$ cat config.mk
export PLATFORM = sky130hd
export DESIGN_NAME = sdes_cbc_chain
export DESIGN_NICKNAME = d
export VERILOG_FILES = /design/src/rtl/sdes_cbc_chain.sv
export SDC_FILE = /design/constraint.sdc
export NUM_CORES = 1
export LEC_CHECK = 0
export CORE_MARGIN = 3
export CORE_UTILIZATION = 50
export DETAILED_ROUTE_END_ITERATION = 10
export MAX_ROUTING_LAYER = met4
export PLACE_DENSITY_LB_ADDON = 0.05
export RECOVER_POWER = 50
export REMOVE_ABC_BUFFERS = 1
export SETUP_SLACK_MARGIN = 0.3
export SYNTH_ARGS = -nofsm -noshare
export SYNTH_HDL_FRONTEND = slang
export SYNTH_SLANG_ARGS = --single-unit
$ cat constraint.sdc
create_clock -name clk -period 2.4 [get_ports clk]
set_input_delay 0.36 -clock clk [delete_from_list [all_inputs] [get_ports clk]]
set_output_delay 0.36 -clock clk [all_outputs]
set_load 0.01 [all_outputs]
$ cat src/rtl/sdes_cbc_chain.sv
`timescale 1ns/1ps
`default_nettype none
// ============================================================================
// Module   : sdes_cbc_chain
// Brief    : CBC chaining front/back end around a combinational S-DES core,
//            with a byte valid/ready input and a small ciphertext output FIFO.
// Revision : 1.0
// ============================================================================
module sdes_cbc_chain #(
  parameter int CORE_LAT   = 1,
  parameter int FIFO_DEPTH = 4
) (
  input  logic       clk,
  input  logic       rst_n,
  input  logic       load,
  input  logic [9:0] key_in,
  input  logic [7:0] iv_in,
  input  logic       in_valid,
  output logic       in_ready,
  input  logic [7:0] in_data,
  input  logic       in_last,
  output logic [7:0] core_pt,
  output logic [9:0] core_key,
  input  logic [7:0] core_ct,
  output logic       out_valid,
  input  logic       out_ready,
  output logic [7:0] out_data,
  output logic       out_last,
  output logic       busy
);

  localparam int c_PTR_W = $clog2(FIFO_DEPTH);
  localparam int c_CNT_W = $clog2(CORE_LAT + 1);

  localparam logic [c_CNT_W-1:0] c_LAT      = c_CNT_W'(CORE_LAT);
  localparam logic [c_CNT_W-1:0] c_CNT_ONE  = c_CNT_W'(1);
  localparam logic [c_PTR_W-1:0] c_PTR_ONE  = c_PTR_W'(1);
  localparam logic [c_PTR_W:0]   c_CNT_FULL = (c_PTR_W + 1)'(FIFO_DEPTH);
  localparam logic [c_PTR_W:0]   c_CNT_INC  = (c_PTR_W + 1)'(1);

  typedef enum logic [1:0] {
    ST_IDLE  = 2'd0,
    ST_ARMED = 2'd1,
    ST_WAIT  = 2'd2
  } state_t;

  state_t             r_state;
  logic [7:0]         r_chain;
  logic [9:0]         r_key;
  logic [7:0]         r_pt;
  logic               r_last;
  logic [c_CNT_W-1:0] r_cnt;

  logic [c_PTR_W-1:0] r_wr_ptr;
  logic [c_PTR_W-1:0] r_rd_ptr;
  logic [c_PTR_W:0]   r_count;
  logic [7:0]         r_mem_data [FIFO_DEPTH];
  logic               r_mem_last [FIFO_DEPTH];

  logic w_full;
  logic w_empty;
  logic w_accept;
  logic w_capture;
  logic w_pop;

  assign w_full    = (r_count == c_CNT_FULL);
  assign w_empty   = (r_count == '0);
  assign in_ready  = (r_state == ST_ARMED) && !w_full && !load;
  assign w_accept  = in_valid && in_ready;
  assign w_capture = (r_state == ST_WAIT) && (r_cnt == c_CNT_ONE);
  assign w_pop     = !w_empty && out_ready;

  assign core_pt   = r_pt;
  assign core_key  = r_key;
  assign out_valid = !w_empty;
  assign out_data  = w_empty ? 8'h00 : r_mem_data[r_rd_ptr];
  assign out_last  = w_empty ? 1'b0  : r_mem_last[r_rd_ptr];
  assign busy      = (r_state != ST_IDLE) || !w_empty;

  // Chaining FSM; load has priority over a byte offered in the same cycle.
  always_ff @(posedge clk or negedge rst_n) begin
    if (!rst_n) begin
      r_state <= ST_IDLE;
      r_chain <= 8'h00;
      r_key   <= 10'h000;
      r_pt    <= 8'h00;
      r_last  <= 1'b0;
      r_cnt   <= '0;
    end else begin
      case (r_state)
        ST_IDLE: begin
          if (load) begin
            r_key   <= key_in;
            r_chain <= iv_in;
            r_state <= ST_ARMED;
          end
        end
        ST_ARMED: begin
          if (load) begin
            r_key   <= key_in;
            r_chain <= iv_in;
          end else if (w_accept) begin
            r_pt    <= in_data ^ r_chain;
            r_last  <= in_last;
            r_cnt   <= c_LAT;
            r_state <= ST_WAIT;
          end
        end
        ST_WAIT: begin
          r_cnt <= r_cnt - c_CNT_ONE;
          if (r_cnt == c_CNT_ONE) begin
            r_chain <= core_ct;
            r_state <= r_last ? ST_IDLE : ST_ARMED;
          end
        end
        default: r_state <= ST_IDLE;
      endcase
    end
  end

  // Acceptance already guarantees a free slot, so the push is never gated.
  always_ff @(posedge clk or negedge rst_n) begin
    if (!rst_n) begin
      r_wr_ptr <= '0;
      r_rd_ptr <= '0;
      r_count  <= '0;
    end else begin
      if (w_capture) begin
        r_wr_ptr <= r_wr_ptr + c_PTR_ONE;
      end
      if (w_pop) begin
        r_rd_ptr <= r_rd_ptr + c_PTR_ONE;
      end
      case ({w_capture, w_pop})
        2'b10:   r_count <= r_count + c_CNT_INC;
        2'b01:   r_count <= r_count - c_CNT_INC;
        default: r_count <= r_count;
      endcase
    end
  end

  always_ff @(posedge clk) begin
    if (w_capture) begin
      r_mem_data[r_wr_ptr] <= core_ct;
      r_mem_last[r_wr_ptr] <= r_last;
    end
  end

endmodule
`default_nettype wire

==> results summary, run 1 <==
The run finished with clean final reports. The part of the Yosys area used for sequential elements came out at 0.6352. The number of antenna violations at the first check in global routing is 0. Dividing the final minimum period by the clock period gives 0.8785. The count of input and output buffers is between 60 and 70.

The total global-route track usage came out at 0.1873. The total standard cell area after synthesis is around 0.0032 sq mm. The number of synthesized flops with an enable pin came out at 36. The maximum number of pins on one net before global-route repair came out at 38.

The cell with the largest stage delay on the worst path is sky130_fd_sc_hd__or3_1. STA classifies the critical path startpoint as a flop. The clock tree buffer depth is 2.

After filler insertion, the fill cell instance count of the layout stands at around 460. After floorplanning, the core was sized to cover ~0.0060 sq mm. The number of placement rows came out at 28. The longest individual stage delay on the worst path is roughly 0.43 ns. The area added between synthesis and finish is 33.07%.

The I/O pin total came out at 70. STA classifies the critical path endpoint as a flop. The count of pins over their slew limit is 0. The static leakage power is around 1.8 nW. The library cell used most frequently in the layout, excluding fill and tap cells, is sky130_fd_sc_hd__clkdlybuf4s50_1. The height of the die is 85.49 um. The placement-stage worst setup slack is around 0.25 ns. The data arrival time of the worst path came out at around 2.3 ns. Power spread over the standard cell area amounts to around 1100 mW/mm^2. The DRC violations left came out at 0. The dominant cell type by count on the critical path is sky130_fd_sc_hd__xor2_1. Sorting the synthesized cells by area gives the leading types as sky130_fd_sc_hd__edfxtp_1 34%, sky130_fd_sc_hd__dfrtp_1 29%, sky130_fd_sc_hd__mux4_2 6.4%.

The clock sink total came out at 73. The via density per instance came out at ~5.2. The number of optimization iterations in the first detailed-route pass came out at 4.

Of the total power, registers draw 0.396. Traced cell by cell, the critical path runs through or3_1 > buf_8 > and2_1 > ha_2 > inv_1 > fa_2 > xor2_1 > nor2_1 > xor2_1. The internal power contribution is 0.003319 W. The share of total power dissipated in the clock network is 0.228. Counting both buffers and inverters, the worst setup path holds a total of 2. For this design the total switching power over the nets is between 0.001 and 0.0015 W. The number of buffers created by CTS is 9.

A synthesized cell averages roughly 14 sq um. On the critical path the largest part of the delay comes from simple AND/OR/NAND/NOR gates. The endpoint identified for the worst register-to-register timing path is r_count[2]. The overall die width is 85.49 um. The antenna diode count came out at 0.

The actual transition at the worst max-transition pin is around 0.84 ns. The proportion of layout cells with a drive suffix above 1 is 0.2112. The worst path needs approximately 2.1 ns of the cycle, external delays included. The overall via count from detail_route is slightly below 2000. The total number of nets in the final design came out at roughly 340. Global routing finished with a remaining overflow of 0. TritonCTS built the clock tree. For this run, the leading register cell type out of synthesis is sky130_fd_sc_hd__dfrtp_1.

The level count of the clock H-tree came out at 3. The final-report hold violation count was 0. Summed over all nets, the half-perimeter wirelength after detailed placement is about 4300 um. By startpoint and endpoint, the worst setup path is classified as reg2reg.

After detailed routing, the average wire length per cell comes to 16.10 um. The tightest min-delay check is of the in2async type. The number of cells on the worst reg-to-reg path is 9. For this run, the top clock speed supported by timing is 474.3 MHz. The count of endpoints failing setup in the final report came out at 0. The via count of the first global-routing pass is around 2100.

The count of synthesis-stage warnings from yosys is 0. The detail route stage leaves a number of antenna-violating nets equal to 0. The setup check on the worst reg-to-reg path leaves a slack of about 0.29 ns.

The slack of the critical path is roughly 0.3 ns. The biggest fanout along the worst timing path is 12. Headroom to the max-slew limit came out at 0.4411. The worst endpoint required time came out at 2.62 ns. The final setup skew came out at 0.008067 ns. The proportion of register bits with asynchronous set or reset after synthesis came out at 0.5068. Setup repair after global routing could not meet its margin everywhere. After the first detailed-routing iteration, the DRC count stood at 78.

The clock-pin slew on the worst setup and hold paths is around 0.080 ns. The synthesis-stage register bit count came out at 73. The worst-case vdd ir drop is between 0.6 and 0.7 mV. In the layout the commonest cells are 49 x sky130_fd_sc_hd__clkdlybuf4s50_1, 36 x sky130_fd_sc_hd__dfrtp_1, 36 x sky130_fd_sc_hd__edfxtp_1.

In this run the critical register-to-register path is launched from r_count[2]. Yosys mapped the design onto 36 distinct sky130hd cell types. After routing, the total negative slack on setup checks comes to 0 ns. The weighted congestion reported at the end of routability-driven placement is about 0.7. The die covers about 0.0073 sq mm.

The share of synthesized area in the top cell type comes to 0.3422. The total detailed-routing wirelength came out at about 6000 um. Synthesis handed over a netlist of roughly 220 instances. Of the total power, combinational logic draws 0.377. Of the total power, the share spent switching nets is 0.2954. The worst-skew pair later-pin latency is 0.34 ns. In this run the clock root is driven by a sky130_fd_sc_hd__clkbuf_8. The global-route wire length before repair came out at about 10000 um. Across the run, the number of max-cap violations was 0. The library cell occupying the most area in the post-synthesis netlist is sky130_fd_sc_hd__edfxtp_1.

The starting density of the core is 0.5243.
worst max path at each step:
stage                startpoint     endpoint  slack [ns]  cells past startpoint
floorplan            r_count[2]   r_count[2]        0.42                      8
global placement      out_ready   r_count[2]        0.33                      8
detailed placement    out_ready   r_count[2]        0.25                      8
CTS                 r_rd_ptr[0]  out_data[0]        0.21                      5
global route         r_count[2]   r_count[2]        0.22                      9
finish               r_count[2]   r_count[2]        0.29                      9
logic make-up after synthesis:
kind of cell             after synthesis  share of synthesized area
flip-flops                            73                     0.6352
buffers and inverters                 18                    0.02693
adder cells (fa/ha/maj)                6                    0.02614
AO/OA/AOI/OAI                         15                    0.02693
XOR/XNOR                              14                    0.03881
AND/OR/NAND/NOR                       67                     0.1081
multiplexers                          28                     0.1378
cell type report:
| class | count | area, sq um | area share |
|---|---|---|---|
| inverter | 7 | 26.28 | 0.006250 |
| tap | 75 | 93.84 | 0.02232 |
| multi-input combinational | 130 | 1086 | 0.2583 |
| sequential | 73 | 2008 | 0.4777 |
| timing repair buffer | 77 | 760.7 | 0.1810 |
| clock inverter | 6 | 91.34 | 0.02173 |
| clock buffer | 10 | 137.6 | 0.03274 |
layer usage:
metal | GRT usage | vias to the layer above | wire, um
met1 | 0.2566 | 975 | 2813
met3 | 0.04515 | 5 | 298
li1 | - | 932 | -
met5 | - | - | 0
met2 | 0.2804 | 64 | 2917
met4 | 0.05899 | 0 | 57
Yosys cell counts (2+ instances only):
master	n
sky130_fd_sc_hd__nand3_1	9
sky130_fd_sc_hd__mux4_2	9
sky130_fd_sc_hd__a21oi_1	2
sky130_fd_sc_hd__buf_6	2
sky130_fd_sc_hd__buf_2	2
sky130_fd_sc_hd__mux2_2	2
sky130_fd_sc_hd__edfxtp_1	36
sky130_fd_sc_hd__inv_1	7
sky130_fd_sc_hd__and3_1	4
sky130_fd_sc_hd__and2_1	10
sky130_fd_sc_hd__xor2_1	11
sky130_fd_sc_hd__dfrtp_1	37
sky130_fd_sc_hd__o21ai_0	9
sky130_fd_sc_hd__mux2_4	8
sky130_fd_sc_hd__xnor2_1	3
sky130_fd_sc_hd__nor2_1	3
sky130_fd_sc_hd__or3_1	2
sky130_fd_sc_hd__nand2_1	30
sky130_fd_sc_hd__mux2i_1	9
sky130_fd_sc_hd__ha_1	5
sky130_fd_sc_hd__clkbuf_1	6
power by group through the flow:
stage / combinational, W / sequential, W / clock [W]
after floorplan: 0.000833 / 0.00190 / 0
after global placement: 0.00160 / 0.00187 / 0
after detailed placement: 0.00164 / 0.00187 / 0
after CTS: 0.00162 / 0.00186 / 0.00110
after global routing: 0.00194 / 0.00190 / 0.00115
final: 0.00177 / 0.00186 / 0.00107
flip-flops by register name, summed over array words and instances (netlist names):
name        flops
r_state         2
core_pt         8
r_rd_ptr        2
r_chain         8
r_cnt           1
r_last          1
core_key       10
r_wr_ptr        2
r_count         3
r_mem_data     32
r_mem_last      4
per-stage QoR:
step           std cells  total power, W  utilization  hold WS (ns)  area [sq um]
6_report             378        0.004710       0.6977        0.1223          4204
5_1_grt              378        0.004993       0.6977        0.1758          4204
4_1_cts              378        0.004579       0.6879        0.1423          4145
3_5_place_dp         358        0.003508       0.6489        0.4660          3910
3_3_place_gp         358        0.003469       0.6489        0.4570          3910
2_1_floorplan        210        0.002735            -       0.06441          3100
what timing repair did:
item | in CTS | in global routing
setup buffers | 4 | 0
gates cloned | 0 | 0
resized for setup | 43 | 22
pin swaps | 0 | 9
hold buffers | 0 | 0
setup endpoints to repair | 12 | 13
No activity file was read; power rests on OpenSTA's default activity.
==> run 2, diff against run 1 <==
- CTS_CLUSTER_DIAMETER: default -> 80
- RECOVER_POWER: 50 -> default
- SLEW_MARGIN: default -> 20
==> run 2 against run 1 <==
Against the previous run: wire length increased by 0.23%; first-iteration DRC count shrank 3.8%; register-to-register slack better by 0.03 ns; fmax up 1.3%; worst hold slack worse by 0.0019 ns; non-clock buffer count unchanged; final area increased by 0.30%; combinational power barely moved; global-route usage stayed put; clock power about the same; clock skew is essentially flat; flip-flop and latch count is the same; critical path type unchanged.
==> results summary, run 2 (synthesis gave the netlist of run 1 again) <==
The final period demand of the worst path is 2.080 ns (-0.02790 ns). The per-cell routed wire length is 16.14 um (+0.23%). The internal power contribution was 0.003331 W (+0.36%). The worst-case vdd ir drop is 0.6238 mV (+0.28%).

The proportion of layout cells with a drive suffix above 1 came to 0.2211 (+0.009901). The worst-skew pair later-pin latency came to 0.34 ns (about the same). The antenna diode count is 0 (unchanged).

The slack of the critical path is 0.3195 ns (+0.02790 ns). The number of flip-flops under the largest register name is 32 (unchanged). The worst slew slack as a fraction of its limit came to 0.4397 (-0.001470). The worst endpoint required time is 2.63 ns (about the same). The share of the clock period used by the worst path after layout is 0.8669 (-0.01162). Setup repair after global routing could not meet its margin everywhere. The final cell count without fillers is 378 (unchanged). The clock power share came to 0.227 (about the same).

The placement-stage worst setup slack is 0.2499 ns (unchanged). The number of fill cells in the layout came to 454 (-0.22%). The top cell types in the final layout, fill and taps aside, are 57 x sky130_fd_sc_hd__clkdlybuf4s50_1, 36 x sky130_fd_sc_hd__dfrtp_1, 36 x sky130_fd_sc_hd__edfxtp_1. Counting flops per register, the top entry is r_mem_data. The DRC violations left is 0 (unchanged). The switching portion of total power is 0.2951 (-0.0003113). STA classifies the critical path endpoint as a flop. The global-route wire length before repair is 10070 um (unchanged).

The area used by sequential logic in the layout is 0.002008 sq mm (unchanged). The count of pins over their slew limit came to 0 (unchanged). The clock sink total came to 73 (unchanged). The post-route total power came to 0.004725 W (+0.31%). The total met3 wirelength after detailed routing was 288 um (-3.4%). The count of maximum capacitance violations came out at 0 (unchanged). The achievable clock frequency came out at 480.7 MHz (+1.3%). The worst-case hold slack is 0.1204 ns (-0.001941 ns). The number of antenna violations at the first check in global routing came to 0 (unchanged).

The cell count after placement came out at 358 (unchanged). The via count of the first global-routing pass is 2070 (unchanged). The path class of the tightest hold or removal check is in2async.

The total detailed-routing wirelength is 6100 um (+0.23%). The maximum number of pins on one net before global-route repair came to 38 (unchanged). The power dissipated by switching net loads is 0.001394 W (+0.21%). The static leakage power is 1.793 nW (+0.21%). The relative contribution of combinational cells to total power came out at 0.378 (about the same).

The number of placement rows came out at 28 (unchanged). The total global-route track usage is 0.1873 (unchanged). The flow ran to the end, and the final reports show no timing, DRC or antenna violations. The starting density of the core was 0.5243 (unchanged). The clock tree buffer depth is 2 (unchanged). The global-route congestion overflow total was 0 (unchanged).

The height of the die is 85.49 um (unchanged). The detailed-routed wire length on met2 came out at 2925 um (+0.27%). The number of optimization iterations in the first detailed-route pass is 4 (unchanged). The multi-input combinational cell area came out at 0.001095 sq mm (+0.81%). The buffer cell driving the clock tree root is sky130_fd_sc_hd__clkbuf_8.

The count of endpoints failing setup in the final report is 0 (unchanged). The total power per unit cell area is 1121 mW/mm^2 (about the same). The post-detailed-placement half-perimeter wirelength is 4252 um (unchanged). The number of DRC markers after the initial detailed-route iteration is 75 (-3.8%).

The I/O pin total is 70 (unchanged). The biggest fanout along the worst timing path is 12 (unchanged). The total number of nets in the final design is 344 (unchanged). The final setup skew is 0.008088 ns (+0.00002060 ns). The hold buffer count at cts came out at 0 (unchanged). The area added between synthesis and finish is 33.47%. The met1 wire length is 2829 um (+0.57%). The overall via count from detail_route was 1968 (-0.40%). The final-report hold violation count came out at 0 (unchanged).

The number of nets still failing antenna checks after routing is 0 (unchanged). The type of the worst setup path is reg2reg. The clock-pin slew on the worst setup and hold paths is 0.08 ns (about the same). The weighted congestion reported at the end of routability-driven placement was 0.7101 (unchanged). The level count of the clock H-tree is 3 (unchanged). Signal routing reaches up to met4. The count of input and output buffers was 69 (unchanged).

The core box area was 0.006026 sq mm (unchanged). The worst setup path is launched from a flop. The library cell used most frequently in the layout, excluding fill and tap cells, is sky130_fd_sc_hd__clkdlybuf4s50_1. The number of buffers created by CTS came out at 9 (unchanged).

The overall die width came out at 85.49 um (unchanged). TritonCTS built the clock tree. The data arrival time of the worst path was 2.31 ns (-0.02 ns).

The via density per instance came out at 5.206 (-0.40%). The actual transition at the worst max-transition pin came to 0.8405 ns (+0.002205 ns). The full die area came out at 0.007309 sq mm (unchanged). The fraction of power consumed by sequential logic is 0.395 (about the same).

The sum of negative setup slack is 0 ns (unchanged).
## run 2: cell types whose count changed in the layout (fill, tap and decap cells not counted), sizes merged
cell and change:
dlygate4sd3 -8, clkbuf -1, buf +1, clkdlybuf4s50 +8
## run 2: cell type report
class / count / area share
Sequential cell: 73 / 0.4763
Multi-Input combinational cell: 130 / 0.2596
Timing Repair Buffer: 77 / 0.1813
Clock buffer: 10 / 0.03264
Tap cell: 75 / 0.02226
Clock inverter: 6 / 0.02166
Inverter: 7 / 0.006231
## run 2: routing by layer
metal,vias up,GRT usage
met5,-,-
met3,5,0.04515
met4,0,0.05899
li1,932,-
met2,60,0.2804
met1,971,0.2566
## run 2: power by group through the flow
| stage | clock network, W | registers, W | logic [W] |
|---|---|---|---|
| 4_1_cts | 0.00110 | 0.00186 | 0.00162 |
| 2_1_floorplan | 0 | 0.00190 | 0.000833 |
| 3_5_place_dp | 0 | 0.00187 | 0.00164 |
| 3_3_place_gp | 0 | 0.00187 | 0.00160 |
| 5_1_grt | 0.00115 | 0.00190 | 0.00196 |
| 6_report | 0.00107 | 0.00186 | 0.00179 |
## run 2: critical path: stages (launching register included)
cell	delay, ns
sky130_fd_sc_hd__dfrtp_1	0.41
sky130_fd_sc_hd__or3_4	0.41
sky130_fd_sc_hd__buf_8	0.15
sky130_fd_sc_hd__and2_1	0.18
sky130_fd_sc_hd__ha_2	0.19
sky130_fd_sc_hd__inv_1	0.07
sky130_fd_sc_hd__fa_2	0.19
sky130_fd_sc_hd__xor2_1	0.16
sky130_fd_sc_hd__nor2_1	0.07
sky130_fd_sc_hd__xor2_1	0.14
## run 2: worst paths after layout
kind                             start          end  slack (ns)  cells after the start
max in group asynchronous        rst_n  r_rd_ptr[1]        1.71                      1
hold / removal                   rst_n  core_key[6]        0.12                      1
hold reg to reg            core_key[3]  core_key[3]        0.48                      2
setup / recovery            r_count[2]   r_count[2]        0.32                      9
min in group clk           core_key[3]  core_key[3]        0.48                      2
setup reg to reg            r_count[2]   r_count[2]        0.32                      9
## run 2: repair_timing
action,4_1_cts,5_1_grt
gates cloned,0,0
setup endpoints to repair,12,13
pin swaps,0,9
setup buffers,4,0
resized for setup,43,22
## run 2: through the flow
| step | cell area [sq um] | util |
|---|---|---|
| 6_report | 4217 | 0.6998 |
| 5_1_grt | 4217 | 0.6998 |
| 4_1_cts | 4145 | 0.6879 |
| 3_5_place_dp | 3910 | 0.6489 |
| 3_3_place_gp | 3910 | 0.6489 |
| 2_1_floorplan | 3100 | - |
